===== config.mk =====
export PLATFORM = sky130hd
export DESIGN_NAME = alu_operand_stage
export DESIGN_NICKNAME = d
export VERILOG_FILES = /design/src/rtl/alu_operand_stage.sv
export SDC_FILE = /design/constraint.sdc
export NUM_CORES = 2
export LEC_CHECK = 0
export CAP_MARGIN = 20
export CORE_ASPECT_RATIO = 1.25
export CORE_MARGIN = 2
export CORE_UTILIZATION = 55
export DETAILED_ROUTE_END_ITERATION = 8
export HOLD_SLACK_MARGIN = 0.15
export PLACE_DENSITY = 0.73
export REMOVE_ABC_BUFFERS = 1
export SLEW_MARGIN = 20
export SYNTH_ARGS = -nofsm -noshare
export SYNTH_HDL_FRONTEND = slang
export SYNTH_SLANG_ARGS = --single-unit
export TNS_END_PERCENT = 100

===== constraint.sdc =====
create_clock -name clk -period 4.8 [get_ports clk]
set_input_delay 1.44 -clock clk [delete_from_list [all_inputs] [get_ports clk]]
set_output_delay 1.44 -clock clk [all_outputs]
set_load 0.005 [all_outputs]

===== src/rtl/alu_operand_stage.sv =====
// Issue stage in front of the 32-bit ALU: register file with writeback bypass,
// operand-B immediate select and a single-entry valid/ready slot driving a, b, f.
module alu_operand_stage #(
  parameter int unsigned WIDTH = 32,
  parameter int unsigned NREGS = 32,
  parameter int unsigned CNTW  = 16
) (
  input  logic                     clk,
  input  logic                     reset_n,
  input  logic                     in_valid,
  output logic                     in_ready,
  input  logic [$clog2(NREGS)-1:0] in_ra1,
  input  logic [$clog2(NREGS)-1:0] in_ra2,
  input  logic                     in_use_imm,
  input  logic [WIDTH-1:0]         in_imm,
  input  logic [2:0]               in_f,
  input  logic [$clog2(NREGS)-1:0] in_wa,
  input  logic                     wb_en,
  input  logic [$clog2(NREGS)-1:0] wb_addr,
  input  logic [WIDTH-1:0]         wb_data,
  output logic                     out_valid,
  input  logic                     out_ready,
  output logic [WIDTH-1:0]         out_a,
  output logic [WIDTH-1:0]         out_b,
  output logic [2:0]               out_f,
  output logic [$clog2(NREGS)-1:0] out_wa,
  output logic [CNTW-1:0]          issue_count
);

  localparam int unsigned AW = $clog2(NREGS);

  logic [WIDTH-1:0] regs [NREGS];
  logic [WIDTH-1:0] rd1_c;
  logic [WIDTH-1:0] rd2_c;
  logic [WIDTH-1:0] opb_c;
  logic             accept_c;
  logic             xfer_c;
  logic             wb_wr_c;

  assign wb_wr_c  = wb_en && (wb_addr != AW'(0));
  assign in_ready = !out_valid || out_ready;
  assign accept_c = in_valid && in_ready;
  assign xfer_c   = out_valid && out_ready;

  // Register file storage; r0 is never written
  always_ff @(posedge clk or negedge reset_n) begin
    if (!reset_n) begin
      for (int i = 0; i < int'(NREGS); i++) begin
        regs[i] <= '0;
      end
    end else if (wb_wr_c) begin
      regs[wb_addr] <= wb_data;
    end
  end

  // Read ports forward same-cycle writeback data so a dependent op sees it
  always_comb begin
    rd1_c = '0;
    rd2_c = '0;
    if (in_ra1 != AW'(0)) begin
      rd1_c = (wb_wr_c && (wb_addr == in_ra1)) ? wb_data : regs[in_ra1];
    end
    if (in_ra2 != AW'(0)) begin
      rd2_c = (wb_wr_c && (wb_addr == in_ra2)) ? wb_data : regs[in_ra2];
    end
  end

  assign opb_c = in_use_imm ? in_imm : rd2_c;

  // Pipeline slot: operands are sampled only at accept and held while stalled
  always_ff @(posedge clk or negedge reset_n) begin
    if (!reset_n) begin
      out_valid <= 1'b0;
      out_a     <= '0;
      out_b     <= '0;
      out_f     <= '0;
      out_wa    <= '0;
    end else if (accept_c) begin
      out_valid <= 1'b1;
      out_a     <= rd1_c;
      out_b     <= opb_c;
      out_f     <= in_f;
      out_wa    <= in_wa;
    end else if (xfer_c) begin
      out_valid <= 1'b0;
    end
  end

  always_ff @(posedge clk or negedge reset_n) begin
    if (!reset_n) begin
      issue_count <= '0;
    end else if (xfer_c) begin
      issue_count <= issue_count + CNTW'(1);
    end
  end

endmodule


======== Word-level counts from Yosys, hierarchy flattened ========
Cells that the tools add are included.
W data, S select, Z words.
word-level totals
  register bits after elaboration ......... 1,113
  output and inout port bits .............. 90
  input port bits ......................... 93
  logic and storage cells ................. 76
cells by class
  reductions and logical operators ........ 12
  order comparisons ....................... 4
  add/sub/neg operators ................... 1
  multiplexer cells ....................... 16
  eq/ne operators ......................... 2
  bitwise logic cells ..................... 3
operator list
  kind                     number
  $bwmux W1024             1
  $bmux W32 S5             2
  $mux W32                 10
  $demux W32 S5            1
  $ge A6 B6 Y1 const B     3
  $not A5 Y6               3
  $add A16 B1 Y16 const B  1
  $reduce_bool A5 Y1       3
  $eq A5 B5 Y1             2
  $logic_and A1 B1 Y1      6
  $lt A6 B1 Y1 const B     1
  $mux W1                  2
  $reduce_bool A2 Y1       1
  $logic_not A1 Y1         1
  $logic_or A1 B1 Y1       1

======== Logic depth before layout (Yosys ltp) ========
  depth in word-level cells ............... 7
  gate-level depth with buffers ........... 9
  mapped depth without buffers ............ 6

======== Worst setup path after synthesis ========
OpenSTA, ideal clock, no wires.
  kind .................................... in2reg
  from .................................... input in_ra1[2]
  to ...................................... register out_a[31]
  setup time .............................. 126 ps
  arrival ................................. 3,309 ps
  stages on the path ...................... 8
  setup slack ............................. 1,365 ps
  cell sequence ........................... buf_2 -> buf_2 -> clkbuf_1 -> mux4_2 -> mux4_2 -> clkinv_1 -> o22ai_1 -> a221o_1
between the ends
  cells in the longest elaborated chain, start to end .. 6
ends and longest elaborated chain
  what                                         line  RTL
  from (decl)                                  12    input logic [$clog2(NREGS)-1:0] in_ra1,
  $not A5 Y6 (implied by the code)             61    rd1_c = (wb_wr_c && (wb_addr == in_ra1)) ? wb_data : regs[in_ra1];
  $bmux W32 S5                                 61
  $mux W32 (implied by the code) (2 in a row)  61
  $mux W32                                     61
  $mux W32 (*)                                 60    if (in_ra1 != AW'(0)) begin
  to (signal assigned)                         80    out_a <= rd1_c;
  to (decl)                                    23    output logic [WIDTH-1:0] out_a,
Mark *: on every way between the ends. The rest lies on a longest branch, timed or not. The select of a mux whose other input is x is not followed.
A chain may end at the register's enable or synchronous reset.

======== Worst setup path in the final report ========
  from .................................... input out_ready
  to ...................................... output in_ready
between the ends
  cells in the longest elaborated chain, start to end .. 1
ends and longest elaborated chain
  what                line  RTL
  from (decl)         22    input logic out_ready,
  $logic_or A1 B1 Y1  41    assign in_ready = !out_valid || out_ready;
  to (decl)           11    output logic in_ready,
No other way between the ends.

==> impl.org <==
** Detailed routing
- For this run, design rule violations remaining after detail routing come to 0.
- Via total after detailed routing :: roughly 38k
- Dividing the detail-routed wire length by the instance count gives 31.5 µm.
- The pre-antenna-repair detailed-routing pass consisted of 5 iterations.
- Wires add up to ~170000 µm.
- Using the TritonRoute via totals, the vias-per-cell ratio works out to 6.98.
- Initial DRC Count :: around 3.7k
- The count of nets left with antenna violations once routing finished came out at 0.

** Logic synthesis
- In this run the mean area of a mapped cell was 14.9 µm².
- Flop and latch count out of synthesis :: about 1.1k
- Synthesized area :: between 0.05 and 0.06 mm²
- Mux cell area share after synthesis :: roughly two fifths
- Count of yosys warnings during synthesis :: 0
- Among all flip-flop cells after synthesis, the most frequent one is dfrtp_1.
- After technology mapping, the gate count stands at a little under 4k.
- After Yosys synthesis, XOR and XNOR cells account for less than 1% of the synthesized area.
- After synthesis, the most frequently instantiated cells are 1113 x dfrtp_1, 978 x mux2_2, 448 x mux4_2, 281 x clkbuf_1, 256 x mux2i_1.
- Area leader, netlist :: dfrtp_1
- Compound-Gate Fraction of Synth Area :: under 10%
- For this run, the register share of the synthesized area comes to between 40% and 50%.
- Dominant combinational cell family by area after synthesis :: multiplexers
- Post-synth EDFFs :: 0
- The most common cell in the synthesized netlist is dfrtp_1.
- In this run the biggest area consumer among cell types represents between 40% and 50% of the synthesized area.
- Counting flops with an async set or reset pin after synthesis yields a share of 100%.
- The synthesized netlist devotes less than 1% of its cell area to adder and majority cells.
- Of the total synthesized cell area, the portion taken by AND, OR, NAND and NOR gates is less than 1%.
- Library cells used by synthesis :: 45
- Ranking of synthesized cells by area :: dfrtp_1 48%, mux2_2 19%, mux4_2 17%, mux2i_1 4.4%, a221oi_1 1.9%

** Finish
- After routing the design area is roughly 0.066 mm².
- Fillers :: around 7.7k
- Fraction of final layout cells sized beyond drive strength 1 :: 45.9%
- From synthesis to final layout, the design area changed by 14.0%.
- NumNets Final :: slightly above 4k
- Number of cells in the finished layout apart from fillers :: 5458
- Final design utilization :: 63.1%

** Placement
- Final weighted congestion in routability-driven placement :: ~0.84
- The count of buffers added on input and output ports is around 180.
- The HPWL after detailed placement is about 100000 µm.
- Placed instance count :: between 5k and 6k
- Instance area at placement :: between 0.06 and 0.07 mm²

** STA
- Fin. max-slew vios :: 0
- Of the available clock period, the critical path in the final layout requires 90.2%.
- The worst pin sits at a relative slew slack of approximately 34%.
- Max frequency :: between 200 and 250 MHz
- Setup Viol. Count Final :: 0
- Across the routed clock network, the largest skew measured is roughly 0.037 ns.
- RSZ-0062 raised after global routing :: no
- The routed design could run at a clock period as short as about 4.3 ns.
- Tightest Pin Transition :: about 0.99 ns
- The hold violation total from the final report is 0.

** Run status
- The flow ran to the end, and the final reports show no timing, DRC or antenna violations.

** Power
- PwrDens :: about 430 mW/mm²
- Total power for the finished layout comes to 28.2 mW.
- In this run switching power makes up around a quarter of total power.
- Summed over all cells, the static leakage comes to approximately 28 nW.
- Part of the total power dissipated in the clock network :: a little over a third
- Worst IR drop on VDD :: approximately 300 µV
- Internal portion of total power :: between 20 and 25 mW
- Flop pwr share :: between 40% and 50%
- Power dissipated by switching net loads :: between 7 and 8 mW
- Combinational logic is responsible for between 10% and 20% of the overall power.

** Worst setup path
- Worst reg2reg startpoint :: out_valid
- The largest single stage delay on the critical path is ~0.58 ns.
- The endpoint identified for the worst register-to-register timing path is out_a[19].
- For the worst setup path, the data required time is between 3 and 4 ns.
- Buf/Inv on CP :: 2
- Critical Path Source Type :: input port
- Critical path's top delay family :: buffers and inverters
- Among all stages on the critical path, the largest delay is contributed by clkdlybuf4s50_1.
- Critical Path Sink Type :: primary output
- Top fanout value on the critical path :: 5
- Worst endpoint data arrival time :: approximately 2.9 ns
- The signal on the critical path passes through clkdlybuf4s50_1 -> nand2b_1 -> clkdlybuf4s50_1.
- Most numerous cell on the critical path :: clkdlybuf4s50_1
- In this run the register-to-register setup slack is roughly 2.6 ns.
- Number of cells traversed by the worst register-to-register path :: 6
- Type of the setup path with the least slack :: in2out

** Floorplan
- Effective utilization at floorplan :: 55.3%
- Overall die width :: a little under 300 µm
- Area of the core region :: ~0.11 mm²
- The die is 367 µm tall.
- Row count :: 133
- The floorplan step defined a die boundary enclosing approximately 0.11 mm².
- For this design the top-level I/O count stands at roughly 180.

** Global route
- Wire length of the first global-routing pass :: 258000 µm
- Combined global-route utilization of all metal layers :: between 30% and 40%
- Global routing consumed, on the met1 layer, a little over two fifths of the routing resources.
- Largest net degree at the start of global routing :: approximately 110
- The via count of the first global-routing pass came to just under 40k.
- For met3 alone, demand over resource in global routing was 5.51%.
- Overflow left after global routing :: 0
- Layer with the highest usage after global routing :: met2
- Antenna violations before repair :: 2
- For this run, global-route usage on met2 was measured as 52.0%.

** Clocking
- Number of buffers inserted for hold repair after clock tree synthesis :: 0
- Clock transition at the registers of the reported paths :: around 0.060 ns
- Number of clock sinks :: 1113
- The number of gates resized after CTS was 0.
- Total setup buffers inserted after CTS :: 0
- Number of levels the H-tree was split into :: 3
- In this run, CTS created clock tree buffers numbering between 100 and 150.
- Clock tree synthesis selected as its root buffer the cell clkbuf_16.
- The clock passes through at most 3 buffers.
- At the later pin of the worst-skew pair, clock insertion delay measures ~0.74 ns.
- CTS tree :: done

** Flow run
- Max-cap violations in this run came to 0.

** Min path
- Instance count along the most critical hold path :: 0
- Worst Hold Path EP :: regs[1008]
- Worst hold path startpoint :: regs[1008]
- The tightest min-delay check is of the reg2reg type.
## stage by stage
| step | setup TNS, ns | hold slack, ns | setup WS [ns] |
|---|---|---|---|
| final | 0 | 0.394 | 0.470 |
| after global routing | 0 | 0.408 | 0.420 |
| after CTS | 0 | 0.397 | 0.471 |
| after detailed placement | 0 | 0.383 | 0.450 |
| after global placement | 0 | 0.376 | 0.473 |
| after floorplan | -68.74 | 0.365 | -2.15 |
## placed cells by master (no fill, tap or decap), drive strengths merged, types with 2 or more instances in the layout
| master | netlist | final |
|---|---|---|
| o2111ai | 2 | 2 |
| o22ai | 32 | 32 |
| nand2 | 47 | 47 |
| o21ai | 66 | 66 |
| inv | 4 | 5 |
| and2 | 2 | 2 |
| clkdlybuf4s50 | 0 | 172 |
| dfrtp | 1113 | 1113 |
| o32a | 32 | 32 |
| nor2 | 25 | 25 |
| bufinv | 0 | 24 |
| nand2b | 2 | 2 |
| o211ai | 2 | 2 |
| nand4 | 5 | 5 |
| and3 | 2 | 2 |
| clkinv | 64 | 92 |
| xor2 | 6 | 6 |
| nand3 | 8 | 8 |
| mux4 | 448 | 448 |
| xnor2 | 19 | 19 |
| clkbuf | 281 | 156 |
| a221o | 64 | 64 |
| a221oi | 128 | 128 |
| mux2 | 993 | 993 |
| buf | 158 | 181 |
| nor3 | 3 | 3 |
| a21oi | 64 | 64 |
| or2 | 2 | 2 |
| clkinvlp | 0 | 6 |
| mux2i | 256 | 256 |
| nor3b | 5 | 5 |
| a22oi | 64 | 64 |
| nand3b | 4 | 4 |
## worst max path at each step
stage	slack, ns	cells past startpoint	from	end
2_1_floorplan	-2.15	5	in_ra2[2]	out_b[0]
3_3_place_gp	0.47	3	out_ready	in_ready
3_5_place_dp	0.45	7	wb_addr[2]	out_b[26]
4_1_cts	0.47	3	out_ready	in_ready
5_1_grt	0.42	3	out_ready	in_ready
6_report	0.47	3	out_ready	in_ready
## sequential cells by signal, indices dropped and copies added, names as in the netlist
name / flops
out_b: 32
issue_count: 16
out_valid: 1
out_f: 3
regs: 1024
out_wa: 5
out_a: 32
## cell type report
type | count | area (µm²) | share of cell area, %
clock buffers | 156 | 3350 | 5.07
multi-input cells | 2291 | 28300 | 42.7
repair buffers | 353 | 3740 | 5.65
clock inverters | 59 | 972 | 1.47
diodes | 1 | 2.50 | 0.00378
well taps | 1417 | 1770 | 2.68
flip-flops and latches | 1113 | 27900 | 42.1
inverters | 68 | 258 | 0.389
## logic make-up after synthesis
family	count (synthesis)
AOI/OAI and AO/OA	456
xor gates and xnor gates	25
adders and majority gates	1
buffers and inverters	507
DFF	1113
muxes	1697
and+or+nand+nor	112
## power by group through the flow
stage	Sequential, mW	Combinational (mW)	Clock, mW
6_report	12.5	5.57	10.1
5_1_grt	12.7	5.97	10.6
4_1_cts	12.5	5.59	10.2
3_5_place_dp	12.6	5.56	0
3_3_place_gp	12.5	5.42	0
2_1_floorplan	12.2	3.71	0
## layer usage
metal | part of all wire, % | vias up | wire length [µm]
li1 | - | 15300 | -
met1 | 39 | 20500 | 66900
met2 | 49 | 1831 | 83700
met3 | 8.0 | 451 | 13700
met4 | 4.5 | 0 | 7710
met5 | 0 | - | 0
(Power assumes the default switching activity.)
